File: config.mk
export PLATFORM = sky130hd
export DESIGN_NAME = ex_redirect_unit
export DESIGN_NICKNAME = d
export VERILOG_FILES = /design/src/rtl/ex_redirect_unit.sv
export SDC_FILE = /design/constraint.sdc
export NUM_CORES = 1
export LEC_CHECK = 0
export ABC_AREA = 1
export CAP_MARGIN = 20
export CORE_AREA = 2 2 116 141
export DETAILED_ROUTE_END_ITERATION = 7
export DIE_AREA = 0 0 118 143
export MAX_ROUTING_LAYER = met4
export PLACE_DENSITY = 0.81
export SLEW_MARGIN = 20
export SYNTH_ARGS = -nofsm -noshare
export SYNTH_HDL_FRONTEND = slang
export SYNTH_SLANG_ARGS = --single-unit
File: constraint.sdc
create_clock -name CLK -period 4.75 [get_ports CLK]
set_clock_uncertainty 0.15 [all_clocks]
set_input_delay 1.1875 -clock CLK [delete_from_list [all_inputs] [get_ports CLK]]
set_output_delay 1.1875 -clock CLK [all_outputs]
set_load 0.1 [all_outputs]
File: src/rtl/ex_redirect_unit.sv
// ex_redirect_unit
// EX-stage control-transfer resolver. It evaluates branch conditions and
// jump targets for the instruction leaving ID/EX, sends the redirect back to
// fetch, and sequences a two-cycle flush of the wrong-path instructions that
// are already in IF/ID and ID/EX.
module ex_redirect_unit #(
  parameter int CNTW = 16
) (
  input  logic            CLK,
  input  logic            RST,
  input  logic            EXValid,
  input  logic            Stall,
  input  logic [31:0]     PC,
  input  logic [31:0]     rs1_value,
  input  logic [31:0]     rs2_value,
  input  logic [31:0]     Imm,
  input  logic            IsBranch,
  input  logic            IsJal,
  input  logic            IsJalr,
  input  logic [2:0]      Funct3,
  output logic            PCsel,
  output logic [31:0]     JumporBranch,
  output logic            IFIDFlush,
  output logic            IDEXFlush,
  output logic [31:0]     LinkValue,
  output logic            MisalignErr,
  output logic [CNTW-1:0] RedirectCount
);

  // Redirect sequencer states: REDIRECT steers fetch, FLUSH squashes the
  // second wrong-path instruction, then back to IDLE.
  localparam logic [1:0] IDLE     = 2'd0;
  localparam logic [1:0] REDIRECT = 2'd1;
  localparam logic [1:0] FLUSH    = 2'd2;

  localparam logic [CNTW-1:0] CNT_MAX = {CNTW{1'b1}};
  localparam logic [CNTW-1:0] CNT_ONE = {{(CNTW-1){1'b0}}, 1'b1};

  logic [1:0]  state;
  logic        condTrue;
  logic        take;
  logic [31:0] branchTarget;
  logic [31:0] jalrTarget;
  logic [31:0] target;

  // Branch condition for the EX instruction; unused Funct3 codes are false.
  // NOTE: every always_comb output gets a default first so no path can
  // leave it unassigned and infer a latch.
  always_comb begin
    condTrue = 1'b0;
    case (Funct3)
      3'b000:  condTrue = (rs1_value == rs2_value);
      3'b001:  condTrue = (rs1_value != rs2_value);
      3'b100:  condTrue = ($signed(rs1_value) <  $signed(rs2_value));
      3'b101:  condTrue = ($signed(rs1_value) >= $signed(rs2_value));
      3'b110:  condTrue = (rs1_value <  rs2_value);
      3'b111:  condTrue = (rs1_value >= rs2_value);
      default: condTrue = 1'b0;
    endcase
  end

  // Target selection and the taken decision; wrong-path instructions seen
  // outside IDLE never count as taken.
  always_comb begin
    branchTarget = PC + Imm;
    jalrTarget   = (rs1_value + Imm) & 32'hFFFF_FFFE;
    target       = IsJalr ? jalrTarget : branchTarget;
    take         = EXValid && (state == IDLE) &&
                   (IsJal || IsJalr || (IsBranch && condTrue));
  end

  // Return address for JAL/JALR writeback, available in the EX cycle itself.
  assign LinkValue = PC + 32'd4;

  // Moore outputs decoded from the registered state.
  assign PCsel     = (state == REDIRECT);
  assign IFIDFlush = (state != IDLE);
  assign IDEXFlush = (state != IDLE);

  // Sequencer, target register, error pulse and saturating redirect counter;
  // a stall freezes all of it so a held instruction is re-evaluated later.
  // NOTE: sequential state uses non-blocking assignments so every register
  // samples pre-edge values regardless of statement order.
  always_ff @(posedge CLK) begin
    if (RST) begin
      state         <= IDLE;
      JumporBranch  <= 32'd0;
      MisalignErr   <= 1'b0;
      RedirectCount <= '0;
    end else if (!Stall) begin
      MisalignErr <= take && target[1];
      case (state)
        IDLE: begin
          if (take && !target[1]) begin
            state        <= REDIRECT;
            JumporBranch <= target;
            if (RedirectCount != CNT_MAX) begin
              RedirectCount <= RedirectCount + CNT_ONE;
            end
          end
        end
        REDIRECT: state <= FLUSH;
        FLUSH:    state <= IDLE;
        default:  state <= IDLE;
      endcase
    end
  end

endmodule

* Yosys cells after proc, flatten, opt, wreduce, memory -nomap -nowiden
Cells that the tools add are included.
Word-level totals: flip-flop bits (word level) 51
Cells by class: $add $sub $neg 4, order comparisons 4, eq/ne operators 10, multiplexer cells 4, bitwise operators 1, reduce and logical (&&, ||, !) cells 14
Operator list (number):
- 32-bit adder | 2
- 32-bit >= comparator | 2
- 32-bit less-than comparator | 2
- 32-bit by 3-bit adder with 32-bit output (second input constant) | 1
- 32-bit == test | 1
- 32-bit two-way mux | 1
- 32-bit != test | 1
- 16-bit by 1-bit adder with 16-bit output (second input constant) | 1
- 16-bit != test (second input constant) | 1
- 3-bit == test (second input constant) | 4
- 1-bit case mux with 6 select lines | 1
- 1-bit logical AND | 5
- 2-bit case mux with 2 select lines | 1
- 4-bit AND reduction | 1
- 3-bit by 1-bit == test with 1-bit output (second input constant) | 1
- 3-bit zero test | 1
- 3-bit AND reduction | 1
- 2-bit by 1-bit == test with 1-bit output (second input constant) | 1
- 2-bit zero test | 1
- 1-bit logical OR | 2
- 2-bit two-way mux | 1
- 2-bit by 1-bit != test with 1-bit output (second input constant) | 1
- 2-bit AND reduction | 1
- 2-bit nonzero test | 1
- other kinds (2) | 2

* Depth between registers and ports, before layout
word-level depth 8, mapped depth 24, mapped depth without buffers 23

* Worst setup path before layout
No wires, ideal clock.
path type input-to-output, start point input port PC[2], end point output port LinkValue[28], arrival time 4260 ps, required time 3413 ps, path slack -847 ps, cell stages on the path 13, path buffers 0, path through ha_1 nand3_2 nor3_4 nand2_2 inv_2 nand4_4 nor3_4 nand3_2 nor3b_2 nand3_2 nor2_4 nand2_2 xnor2_1
Between the ends: word-level cells in the longest chain between the ends 1
RTL lines:
- start: declaration | RTL line 13 | input logic [31:0] PC,
- 32-bit by 3-bit adder with 32-bit output | RTL line 73 | assign LinkValue = PC + 32'd4;
- end: declaration | RTL line 25 | output logic [31:0] LinkValue,
Every way passes these cells.

* Worst setup path in the final report
start point input port PC[3], end point output port LinkValue[30]
Same word-level chain as after synthesis.

==> impl_metrics.toml <==
[logic_synthesis]
synth_area_per_cell_um2 = 5.95
ys_seq_area_frac = 0.137
synthCells = 1252
synth_top_area_frac = 0.160
syn_nets = 1487
yosys.area.top_type = "ha_1"
synth_edf_count = 0
synth_mux_area_frac = 0.00134
synth_flop_cell = "dfxtp_1"
yosys_warnings = 0
synth-xor-area-share = 0.0506
ys_ff_latch = 51
synthAdderAreaFrac = 0.165
synth_compound_gate_area_share = 0.209
ys_types = 42
synth_area_leaders = "ha_1 (16%), nand2_1 (15%), dfxtp_1 (14%), a21oi_1 (11%), inv_1 (9.2%)"
synth_top_family_by_area = "simple AND/OR/NAND/NOR gates"
synth_simple_gate_area_frac = 0.324
synth_area_mm2 = 0.00745
async_reset_ff_frac = 0

[timing]
post-route-period-util = 1.02
slew_violations = 0
tightest_slew_ns = 1.03
finalWorstSetupSlack_ns = -0.0772
hold_viol_final = 0
whs_ns = 0.308
layout_min_cycle_time_ns = 4.83
setup_violations = 2
relSlewSlack = 0.311
rsz0062_at_grt = "true"
fmax_mhz = 207

[finish]
multiInputGateArea_mm2 = 0.00586
seq_area_mm2 = 0.00102
fillers = 1337
area_growth_pct = 48.9
fin_cells = 1741
post-route-util = 0.718
antennaDiodeCount = 0
drive_above_1_share = 0.112
nets = 1767

[placement]
dp.cells = 1700
dp_slack_ns = -0.688
dpl.hpwl_um = 21600
port_buffers = 221
place.gp.congestion = 0.987

[status]
violations = "negative setup slack"
status = "complete, but fails checks"

[floorplanning]
fp-row-count = 50
die_h_um = 143
core-area_mm2 = 0.0155
pin_count = 222
die_w_um = 118
dieArea_mm2 = 0.0169
start_util = 0.482

[drt]
met3WireLength_um = 2060
wl_met1_um = 10800
ant_nets = 0
met2_length_um = 12900
drc_errors = 0
vias = 9529
via_per_inst = 5.47
routed_wl_um = 26500
highest_layer = "met4"
first_pass_iters = 5
drt_iter0_drc = 673
wire_per_inst_um = 15.2

[hold_path]
min_path_type = "reg2reg"

[critical_path]
required_ns = 3.41
crit_path_top_delay_cell = "nor3_4"
critPathCaptureType = "output port"
crit_type = "in2out"
path_cells = "buf_8 > buf_6 > ha_4 > nand3_4 > nor3_4 > nand2_2 > inv_2 > nand4_4 > nor3_4 > nand3_2 > nor3b_2 > buf_4 > nand3_4 > nor2_4 > nand2_2 > nor2_4 > xor2_4 > buf_12"
crit_arrival_ns = 3.49
worstSetupStartpointType = "primary input"
critPathMaxStageDelay_ns = 0.21
path_max_fanout = 2

[pwr]
ir_worst_vdd_uv = 159
power_density_mw_per_mm2 = 181
power.leakage_uw = 0.00529
finalPower_uw = 2000

[global_route]
grt_max_degree = 40
grt.total_usage = 0.313
grt_pass1_vias = 9102
antenna_found_initial = 0
overflow = 0
grt_pass1_wl_um = 42300

[clock_network]
tritoncts = "built"
cts-buffers-inserted = 5
clock-root-buffer = "clkbuf_16"
ctsLongestPathBuffers = 2
cts.reportedPaths.clkPinSlew_ns = 0.07
htree_num_levels = 2
numClockSinks = 51
clk_latency_ns = 0.29

[job]
maxCapViolations = 0
-- synthesized netlist by cell type (all sizes together), types with 2 or more instances --
| cell | count |
|---|---|
| o21ai | 98 |
| o21bai | 7 |
| clkbuf | 13 |
| fa | 2 |
| a31oi | 4 |
| a21oi | 158 |
| nor2 | 122 |
| nand4 | 25 |
| xnor2 | 14 |
| ha | 95 |
| o221ai | 4 |
| nor3 | 28 |
| buf | 15 |
| a21o | 14 |
| dfxtp | 51 |
| nor3b | 2 |
| o21a | 3 |
| nor4 | 6 |
| inv | 187 |
| nand2 | 293 |
| xor2 | 29 |
| nand3 | 74 |
-- state kept, by name, indices dropped and copies added, names as in the netlist --
| signal | flops |
|---|---|
| state | 2 |
| RedirectCount | 16 |
| MisalignErr | 1 |
| JumporBranch | 32 |
-- cells by family (layout without fill, tap and decap cells) --
logic type / count (synthesis) / count (layout)
multiplexers: 1 / 1
flip-flops: 51 / 51
buffers and inverters: 216 / 497
AND/OR/NAND/NOR: 551 / 551
XOR/XNOR: 43 / 43
adder cells (fa/ha/maj): 97 / 97
AO/OA/AOI/OAI: 293 / 293
-- power by group --
part           internal [uW]  leakage, uW  total [uW]  switching (uW)
logic                    434      0.00481        1200             771
clock network            195    0.0000669         349             154
registers                442     0.000413         451            8.95
-- repair_timing --
action | CTS | global route
hold buffers | 0 | 0
setup endpoints to repair | 12 | 10
setup buffers | 23 | 12
pin swaps | 16 | 18
resized for setup | 50 | 14
-- metal layers --
| layer | up-vias | GRT usage |
|---|---|---|
| li1 | 4714 | - |
| met5 | - | - |
| met1 | 4263 | 0.384 |
| met2 | 483 | 0.545 |
| met3 | 69 | 0.0272 |
| met4 | 0 | 0.0983 |
-- cell usage in the layout (no fill, tap or decap), drive strengths merged, types with 2 or more instances in the layout --
master / count
nand4: 25
o21bai: 7
nor3b: 2
xnor2: 14
dlygate4sd2: 4
o21a: 3
dfxtp: 51
buf: 117
clkbuf: 7
nor4: 6
nand3: 74
nor3: 28
o221ai: 4
ha: 95
fa: 2
o21ai: 98
clkinv: 2
a31oi: 4
a21o: 14
clkdlybuf4s50: 177
inv: 187
nand2: 293
nor2: 122
xor2: 29
a21oi: 158
-- stage by stage --
stage / TNS, ns / area [um^2]
floorplan: -1.43 / 7600
global placement: -4.15 / 10600
detailed placement: -4.70 / 10600
CTS: -0.580 / 11000
global route: -0.728 / 11100
finish: -0.125 / 11100
-- layout make-up --
class / count / share of cell area
multi-input cells: 985 / 0.528
well taps: 208 / 0.0235
inverters: 188 / 0.0641
flip-flops and latches: 51 / 0.0920
clock inverters: 2 / 0.00113
clock buffers: 6 / 0.0116
repair buffers: 301 / 0.279
-- worst max-delay path, delay by kind of cell --
family                   cells  cell delay (ns)
XOR/XNOR                     1             0.17
adder cells (fa/ha/maj)      1             0.14
buffers and inverters        5             0.58
AND/OR/NAND/NOR             11             1.39
-- path summary, 6_finish.rpt --
kind / slack (ns) / to / start / cells after the start
worst max-delay path: -0.08 / LinkValue[30] / PC[3] / 18
worst min-delay path: 0.31 / JumporBranch[1]$_SDFFE_PP0P_ / JumporBranch[1]$_SDFFE_PP0P_ / 2
worst max register to register: 2.34 / RedirectCount[15]$_SDFFE_PP0P_ / RedirectCount[0]$_SDFFE_PP0P_ / 18
worst min register to register: 0.31 / JumporBranch[1]$_SDFFE_PP0P_ / JumporBranch[1]$_SDFFE_PP0P_ / 2
Note: power is estimated with default switching activity, not from simulation.
